$ cat src/rtl/cpu_types_pkg.sv
// Shared CPU memory-side types: word, RAM handshake state, and arbiter state.
// Also holds the word returned to a cache when its transaction ends in error.
package cpu_types_pkg;
  typedef logic [31:0] word_t;

  typedef enum logic [1:0] {
    FREE   = 2'd0,
    BUSY   = 2'd1,
    ACCESS = 2'd2,
    ERROR  = 2'd3
  } ramstate_t;

  typedef enum logic [1:0] {
    IDLE = 2'd0,
    IGNT = 2'd1,
    DGNT = 2'd2
  } arb_state_t;

  localparam word_t ARB_ERR_WORD = 32'hBAD1BAD1;
endpackage

$ cat src/rtl/mem_arbiter.sv
// Arbitrates icache misses and dcache accesses onto one RAM port.
// Data has priority, instruction starvation is bounded, grants time out.
module mem_arbiter
  import cpu_types_pkg::*;
#(
  parameter int WORD_W      = 32,
  parameter int MAX_DSTREAK = 4,
  parameter int TIMEOUT     = 64
) (
  input  logic              CLK,
  input  logic              RST,
  input  logic              iREN,
  input  logic [WORD_W-1:0] iaddr,
  output logic              iwait,
  output logic [WORD_W-1:0] iload,
  input  logic              dREN,
  input  logic              dWEN,
  input  logic [WORD_W-1:0] daddr,
  input  logic [WORD_W-1:0] dstore,
  output logic              dwait,
  output logic [WORD_W-1:0] dload,
  output logic              ramREN,
  output logic              ramWEN,
  output logic [WORD_W-1:0] ramaddr,
  output logic [WORD_W-1:0] ramstore,
  input  logic [WORD_W-1:0] ramload,
  input  ramstate_t         ramstate,
  output logic              err
);

  localparam int DS_W = $clog2(MAX_DSTREAK + 1);
  localparam int TC_W = $clog2(TIMEOUT);

  arb_state_t      state_r, next_s;
  logic [DS_W-1:0] dstreak_r;
  logic [TC_W-1:0] tcount_r;
  logic            err_r;
  logic            dreq_s, starve_s, timeout_s, fail_s;

  assign dreq_s    = dREN | dWEN;
  assign starve_s  = iREN && (dstreak_r == DS_W'(MAX_DSTREAK));
  assign timeout_s = (tcount_r == TC_W'(TIMEOUT - 1));
  assign err       = err_r;

  // Next-state and RAM/cache outputs; the completing cycle is combinational.
  always_comb begin
    next_s   = state_r;
    iwait    = 1'b1;
    dwait    = 1'b1;
    iload    = '0;
    dload    = '0;
    ramREN   = 1'b0;
    ramWEN   = 1'b0;
    ramaddr  = '0;
    ramstore = '0;
    fail_s   = 1'b0;
    case (state_r)
      IDLE: begin
        if (dreq_s && !starve_s) begin
          next_s = DGNT;
        end else if (iREN) begin
          next_s = IGNT;
        end else begin
          next_s = IDLE;
        end
      end
      IGNT: begin
        ramREN  = 1'b1;
        ramaddr = iaddr;
        // A withdrawn request ends the grant silently, even on ACCESS.
        if (!iREN) begin
          next_s = IDLE;
        end else if (ramstate == ACCESS) begin
          iwait  = 1'b0;
          iload  = ramload;
          next_s = IDLE;
        end else if ((ramstate == ERROR) || timeout_s) begin
          iwait  = 1'b0;
          iload  = WORD_W'(ARB_ERR_WORD);
          fail_s = 1'b1;
          next_s = IDLE;
        end else begin
          next_s = IGNT;
        end
      end
      DGNT: begin
        ramREN   = dREN;
        ramWEN   = dWEN;
        ramaddr  = daddr;
        ramstore = dstore;
        if (!dreq_s) begin
          next_s = IDLE;
        end else if (ramstate == ACCESS) begin
          dwait  = 1'b0;
          dload  = dREN ? ramload : '0;
          next_s = IDLE;
        end else if ((ramstate == ERROR) || timeout_s) begin
          dwait  = 1'b0;
          dload  = WORD_W'(ARB_ERR_WORD);
          fail_s = 1'b1;
          next_s = IDLE;
        end else begin
          next_s = DGNT;
        end
      end
      default: begin
        next_s = IDLE;
      end
    endcase
  end

  // State, starvation streak, grant timer and sticky error register.
  always_ff @(posedge CLK) begin
    if (RST) begin
      state_r   <= IDLE;
      dstreak_r <= '0;
      tcount_r  <= '0;
      err_r     <= 1'b0;
    end else begin
      state_r <= next_s;
      err_r   <= err_r | fail_s;
      if ((state_r != IDLE) && (next_s == state_r)) begin
        tcount_r <= tcount_r + TC_W'(1);
      end else begin
        tcount_r <= '0;
      end
      if ((state_r == IDLE) && (next_s == DGNT)) begin
        if (!iREN) begin
          dstreak_r <= '0;
        end else if (dstreak_r == DS_W'(MAX_DSTREAK)) begin
          dstreak_r <= dstreak_r;
        end else begin
          dstreak_r <= dstreak_r + DS_W'(1);
        end
      end else if ((state_r == IDLE) && (next_s == IGNT)) begin
        dstreak_r <= '0;
      end else begin
        dstreak_r <= dstreak_r;
      end
    end
  end

endmodule

$ cat config.mk
export PLATFORM = sky130hd
export DESIGN_NAME = mem_arbiter
export DESIGN_NICKNAME = d
export VERILOG_FILES = /design/src/rtl/cpu_types_pkg.sv /design/src/rtl/mem_arbiter.sv
export SDC_FILE = /design/constraint.sdc
export NUM_CORES = 1
export LEC_CHECK = 0
export ABC_AREA = 1
export BUFFER_PORTS_ARGS = -buffer_cell sky130_fd_sc_hd__buf_2
export CAP_MARGIN = 25
export CORE_AREA = 5 5 102 104
export CTS_CLUSTER_SIZE = 12
export DETAILED_ROUTE_END_ITERATION = 8
export DIE_AREA = 0 0 107 109
export HOLD_SLACK_MARGIN = 0.06
export MAX_ROUTING_LAYER = met4
export SYNTH_ARGS = -nofsm -noshare
export SYNTH_HDL_FRONTEND = slang
export SYNTH_SLANG_ARGS = --single-unit
$ cat constraint.sdc
create_clock -name CLK -period 2.4 [get_ports CLK]
set_input_delay 0.12 -clock CLK [delete_from_list [all_inputs] [get_ports CLK]]
set_output_delay 0.12 -clock CLK [all_outputs]
set_load 0.05 [all_outputs]
# --- Yosys cells after proc, flatten, opt, wreduce, memory -nomap -nowiden ---
# Cells that the tools add are included.
# Widths: inputs -> output; s select.
word_totals:
  elab_cells: 67
  out_inout_bits: 133
  reg_bits: 12
op_classes:
  mux: 36
  n_bitwise: 3
  eq_ne: 10
  addsub: 2
  n_reduce_logical: 12
op_table:
  columns: ["operator", "n"]
  rows:
  - ["$mux 32", 9]
  - ["$pmux 32 s2", 1]
  - ["$mux 1", 15]
  - ["$mux 3", 4]
  - ["$eq 2x2->1 const B", 4]
  - ["$mux 2", 4]
  - ["$add 6x1->6 const B", 1]
  - ["$eq 6x6->1 const B", 1]
  - ["$pmux 2 s3", 1]
  - ["$logic_and 1x1->1", 5]
  - ["$eq 2x1->1 const B", 2]
  - ["$pmux 1 s2", 2]
  - ["$reduce_bool 2->1", 2]
  - ["$add 3x1->3 const B", 1]
  - ["$eq 3x3->1 const B", 1]
  - ["$ne 3x3->1 const B", 1]
  - ["$eq 2x2->1", 1]
  - ["$logic_not 2->1", 1]
  - ["$or 1x1->1", 2]
  - ["$reduce_and 2->1", 1]
  - ["$reduce_or 2->1", 1]
  - ["$logic_not 1->1", 1]
  - ["$logic_or 1x1->1", 1]
  - ["$not 1->1", 1]

# --- Depth between registers and ports, before layout ---
# Gate-level depths: netlist (run 1).
depth:
  ltp_word: 10
  ltp_mapped: 11
  ltp_nobuf: 11

# --- Least setup slack after synthesis (run 1) ---
# No wires, ideal clock.
synth_timing:
  kind: "reg2out"
  from: "register state_r[1]"
  to: "output port iload[10]"
  t_arrival_ns: 2.055
  stages_incl_launch_ff: 7
  slack_ns: 0.225
  required_ns: 2.280
  path_cell_list: "dfxtp_1 > inv_1 > ha_1 > buf_6 > nand2_2 > clkbuf_1 > nor3_1"
synth_between:
  elab_chain_cells: 2
synth_lines:
  columns: ["element", "line", "source"]
  rows:
  - ["start, declared", "mem_arbiter.sv:34", "arb_state_t state_r, next_s;"]
  - ["start signal, assigned", "mem_arbiter.sv:120", "state_r <= next_s;"]
  - ["$eq 2x1->1", "mem_arbiter.sv:57", "case (state_r)"]
  - ["$mux 32", "mem_arbiter.sv:57", null]
  - ["end, declared", "mem_arbiter.sv:15", "output logic [WORD_W-1:0] iload,"]
# Every way passes these cells.

# --- Worst setup path after layout (run 1) ---
layout_timing:
  from: "register state_r[1]"
  to: "output port ramaddr[18]"
layout_between:
  elab_chain_cells: 2
  word_cells_on_any_way: 3
  classes_between: "2 x eq/ne; 1 x mux"
layout_lines:
  columns: ["element", "line", "source"]
  rows:
  - ["$eq 2x2->1 or $eq 2x1->1 (tied branches)", "mem_arbiter.sv:57", null]
  - ["$pmux 32 s2 (*)", "mem_arbiter.sv:57", null]
  - ["end, declared", "mem_arbiter.sv:24", "output logic [WORD_W-1:0] ramaddr,"]
# Mark *: on every way between the ends. The rest lies on a longest branch, timed or not.

==> results.py, run 1 <==
metrics = {
    "global_routing": {
        "grt_max_degree": 66,
        "grt_usage": 0.1690,
        "grt_pass1_vias": 3066,
        "grt_pass1_wl_mm": 15.64,
        "grt_overflow_total": 0,
        "antenna_found_initial": 1,
    },
    "synthesis": {
        "ys_types": 26,
        "yosys_warnings": 0,
        "syn_nets": 551,
        "synth_area_per_cell_um2": 5.127,
        "synth_seq_cells": 12,
        "synth_seq_area_share": 0.1146,
        "syn_inst": 409,
        "netlist_area_um2": 2097,
    },
    "floorplanning": {
        "start_util": 0.2217,
        "ios": 268,
        "core_um2": 9459,
        "die_x_um": 107,
        "dieHeight_um": 109,
        "die-area_um2": 11660,
        "rows": 36,
    },
    "layout": {
        "final_common_cell": "buf_2",
        "stdcell_area_um2": 3598,
        "drive_above_1_share": 0.4683,
        "layout_common_cells": "buf_2, nand2_1, inv_1, nor2_1, a21oi_1",
        "layoutNonFillerInstCount": 777,
        "layout.nets": 805,
        "syn_to_final_growth_pct": 71.60,
        "fin_util": 0.3804,
    },
    "sta": {
        "fmax_ghz": 0.4470,
        "drv_slew": 0,
        "timing.hold.ws_ps": 147.2,
        "worst_pin_slew_ps": 396.2,
        "finClkSkew_ps": 4.107,
        "fin_crit_sh": 0.9321,
        "rsz0062_at_grt": "false",
        "period_needed_ps": 2237,
        "hold_viol_final": 0,
        "setup_viol": 0,
        "maxSlewHeadroom": 0.7344,
        "setup_ws_ps": 162.9,
        "tns_ps": 0,
    },
    "clock_tree": {
        "h-tree-depth": 1,
        "cts_tree": "yes",
        "clock_path_buffers": 2,
        "cts_buffers": 3,
        "clkLatencyLatePin_ps": 250,
        "clkTransAtPathRegs_ps": 50,
        "cts_root_buf": "clkbuf_8",
        "cts_sinks": 12,
    },
    "run_status": {
        "status": "completed",
    },
    "min_path": {
        "worst_hold_path_type": "in2reg",
        "min_from": "RST",
        "whs_path_depth": 2,
        "min_to": "dstreak_r[0]",
    },
    "setup_path": {
        "crit_required_ps": 2280,
        "cp-start-kind": "flop",
        "critPathKind": "reg2out",
        "r2r_cells": 9,
        "crit_fanout": 10,
        "rr_startpoint": "state_r[0]",
        "critPathLaunch": "state_r[1]",
        "reg2reg_to": "tcount_r[0]",
        "end_kind": "output port",
        "cp.arrival_ps": 2120,
        "r2r_slack_ps": 430,
    },
    "power_and_ir_drop": {
        "ir_worst_vdd_mv": 0.2617,
        "power_density_nw_per_um2": 358.2,
        "p_sw_frac": 0.5502,
        "pwr-share-comb": 0.656,
        "seqPwrFrac": 0.166,
        "p_sw_uw": 709.2,
        "intPower_uw": 579.8,
        "power_mw": 1.289,
        "leakage_nw": 2.364,
        "clockPowerShare": 0.179,
    },
    "placed_design": {
        "dp_hpwl_mm": 8.975,
        "portBuffers": 267,
        "place_congestion": 0.8931,
        "place_inst": 769,
        "pre_cts_slack_ps": 374.1,
        "place_area_um2": 3512,
    },
    "routing": {
        "first_pass_iters": 5,
        "route.detailed.drc": 0,
        "drt_iter0_markers": 324,
        "routed_wl_mm": 10.93,
        "viasPerCell": 4.515,
        "vias": 3508,
        "ant_nets": 0,
        "wl_per_cell_um": 14.06,
    },
    "run": {
        "maxCapViolCount": 0,
    },
}
worst max-delay path by stage:
stage                              to  slack, ps  cells after the start
final                     ramaddr[18]        160                      5
after global routing      ramaddr[12]          8                      5
after CTS                  ramaddr[5]        100                      6
after detailed placement   ramaddr[5]        370                      6
after global placement    ramaddr[15]        410                      6
after floorplan             iload[10]        220                      6
kinds of logic after synthesis:
kind of cell | after synthesis | synth area share
AND/OR/NAND/NOR | 233 | 0.5000
buffers and inverters | 94 | 0.1790
AO/OA/AOI/OAI | 59 | 0.1480
flip-flops | 12 | 0.1146
adder cells (fa/ha/maj) | 7 | 0.04176
XOR/XNOR | 4 | 0.01671
power by group through the flow:
stage | Clock, mW | Sequential, mW | Combinational (mW)
2_1_floorplan | 0 | 0.219 | 0.566
3_3_place_gp | 0 | 0.217 | 0.827
3_5_place_dp | 0 | 0.218 | 0.832
4_1_cts | 0.234 | 0.213 | 0.834
5_1_grt | 0.240 | 0.214 | 0.910
6_report | 0.230 | 0.213 | 0.845
state kept, by name, summed over array words and instances, names as in the netlist:
name       flops
tcount_r       6
dstreak_r      3
state_r        2
err            1
critical path: stages, from the launching register on:
cell	delay (ps)
dfxtp_1	400
inv_1	100
ha_1	420
clkinvlp_2	410
a21oi_1	240
buf_2	290
what timing repair did:
| action | CTS | global route |
|---|---|---|
| setup endpoints to repair | 0 | 15 |
| setup buffers | 0 | 2 |
| hold buffers | 0 | 0 |
| resized for setup | 0 | 2 |
area by class of cell:
type                    instances  area, µm²
flip-flops and latches         12      240.2
repair inverters                1      5.005
multi-input cells             303       1489
inverters                      67      255.2
repair buffers                275       1409
fillers                      1067       5861
well taps                     114      142.6
diodes                          1      2.502
clock buffers                   4      55.05
metal layers:
layer	track usage	up-vias	part of all wire
met5	-	-	0
met4	0.04292	0	0.018
met3	0.02487	20	0.077
met2	0.2986	156	0.52
met1	0.2023	1568	0.38
li1	-	1764	-
synthesized netlist by cell type, drive strengths merged:
cell type,count,area share
nand2,120,0.24
inv,66,0.12
nor2,64,0.12
a21oi,57,0.14
nor3,34,0.095
buf,18,0.043
nand3,14,0.042
dfxtp,12,0.11
clkbuf,9,0.016
ha,7,0.042
xnor2,3,0.013
clkinv,1,0.0018
nand3b,1,0.0036
o2111ai,1,0.0042
o21ai,1,0.0024
xor2,1,0.0042
(Power assumes the default switching activity.)
==> run 2: changes to the inputs <==
==> constraint.sdc (replaced) <==
create_clock -name CLK -period 2.4 [get_ports CLK]
set_input_delay 0.48 -clock CLK [delete_from_list [all_inputs] [get_ports CLK]]
set_output_delay 0.48 -clock CLK [all_outputs]
set_load 0.05 [all_outputs]
==> run 2 against run 1 <==
Sequential power about the same. First-iteration DRC count decreased by 29%. Fmax is 2.7% lower. Worst setup slack worse by 61 ps. Worst hold slack gained 300 ps. Sequential cell count did not move. Final area up 6.4%. Sequential share of layout area down 0.40 points. Die area did not move. Wire length down 2.0%. Via count is 3.6% lower. Cell count is 0.13% lower. Largest power group unchanged. Highest routed layer unchanged.
==> results.py, run 2 (synthesis gave the netlist of run 1 again) <==
metrics = {
    "sta": {
        "maxSlewHeadroom": 0.8030,
        "fmax_ghz": 0.4351,
        "worst_pin_slew_ps": 295.2,
        "setup_ws_ps": 101.8,
        "rsz0062_at_grt": "false",
        "tns_ps": 0,
        "period_needed_ps": 2298,
        "finClkSkew_ps": 6.902,
        "setup_viol": 0,
        "hold_viol_final": 0,
        "fin_crit_sh": 0.9576,
        "drv_slew": 0,
    },
    "layout": {
        "stdcell_area_um2": 3829,
        "fin_util": 0.4048,
        "syn_to_final_growth_pct": 82.58,
        "final_common_cell": "buf_2",
        "layoutNonFillerInstCount": 776,
        "reg_top3": "tcount_r x6, dstreak_r x3, state_r x2",
        "top_register": "tcount_r",
        "largest_reg_flops": 6,
        "layout_common_cells": "buf_2, nand2_1, inv_1",
        "drive_above_1_share": 0.5364,
        "layout.nets": 803,
    },
    "floorplanning": {
        "start_util": 0.2217,
        "ios": 268,
        "core_um2": 9459,
        "dieHeight_um": 109,
        "rows": 36,
        "die-area_um2": 11660,
        "die_x_um": 107,
    },
    "placed_design": {
        "portBuffers": 267,
        "dp_hpwl_mm": 9.111,
        "place_area_um2": 3695,
        "place_inst": 770,
        "place_congestion": 0.8154,
        "pre_cts_slack_ps": 173.9,
    },
    "run": {
        "maxCapViolCount": 0,
    },
    "clock_tree": {
        "cts_sinks": 12,
        "clkTransAtPathRegs_ps": 60,
        "cts_hold_buf": 0,
        "clkLatencyLatePin_ps": 240,
        "h-tree-depth": 1,
        "cts_buffers": 3,
        "clock_path_buffers": 2,
        "cts_tree": "yes",
        "cts_root_buf": "clkbuf_8",
    },
    "power_and_ir_drop": {
        "ir_worst_vdd_mv": 0.3000,
        "leakage_nw": 2.353,
        "power_density_nw_per_um2": 341.0,
    },
    "setup_path": {
        "cp.arrival_ps": 1820,
        "r2r_cells": 10,
        "cp-start-kind": "flop",
        "critPathKind": "reg2out",
        "end_kind": "output port",
        "crit_fanout": 19,
        "crit_required_ps": 1920,
    },
    "routing": {
        "routed_wl_mm": 10.71,
        "wl_per_cell_um": 13.80,
        "vias": 3380,
        "first_pass_iters": 6,
        "viasPerCell": 4.356,
        "route.detailed.drc": 0,
        "ant_nets": 0,
        "drt_iter0_markers": 229,
    },
    "global_routing": {
        "grt_max_degree": 65,
        "grt_pass1_wl_mm": 15.17,
        "grt_usage": 0.1644,
        "antenna_found_initial": 1,
        "grt_pass1_vias": 3047,
        "grt_overflow_total": 0,
    },
    "min_path": {
        "whs_path_depth": 2,
        "worst_hold_path_type": "reg2reg",
    },
    "run_status": {
        "status": "completed",
    },
}
[run 2: cell types whose count changed in the layout (fill, tap and decap cells not counted), sizes merged]
cell / delta
clkinvlp: -2
inv: +1
clkbuf: +14
buf: -15
diode: +1
[run 2: metrics by stage]
stage	total power, mW	hold WS [ps]
6_report	1.305	451.5
5_1_grt	1.381	472.4
4_1_cts	1.305	452.6
3_5_place_dp	1.085	442.6
3_3_place_gp	1.075	438.0
2_1_floorplan	0.8144	437.8
[run 2: where the power goes]
group / switching (mW) / internal (mW)
logic: 0.633 / 0.245
clock network: 0.0697 / 0.144
registers: 0.00652 / 0.206
total: 0.709 / 0.596
[run 2: what timing repair did]
item | in CTS | in global routing
buffers inserted | 0 | 0
endpoints found under the setup margin | 36 | 44
pin swaps | 0 | 0
gates resized for setup | 0 | 21
[run 2: layout make-up]
class / count / area (µm²)
timing repair buffer: 274 / 1465
tap: 114 / 142.6
antenna: 2 / 5.005
fill: 1030 / 5630
clock buffer: 4 / 55.05
multi-input combinational: 303 / 1669
sequential: 12 / 240.2
inverter: 67 / 251.5
[run 2: critical path: stages, from the launching register on]
cell and delay [ps]:
dfxtp_1 340, inv_1 110, ha_2 250, nand2_1 90
nand2_1 230, nand2_8 160, nor2_1 140, clkbuf_4 250
[run 2: final timing paths]
kind              start           to  slack (ps)
max reg2reg  state_r[0]  tcount_r[0]         650
min                 err          err         450
max          state_r[0]    dload[13]         100
min reg2reg         err          err         450
[run 2: routing by layer]
metal	track usage	vias to the layer above	wire length, µm
met5	-	-	0
met2	0.2783	122	5406
met1	0.2105	1493	4398
met3	0.03316	8	840
li1	-	1757	-
met4	0.01735	0	63
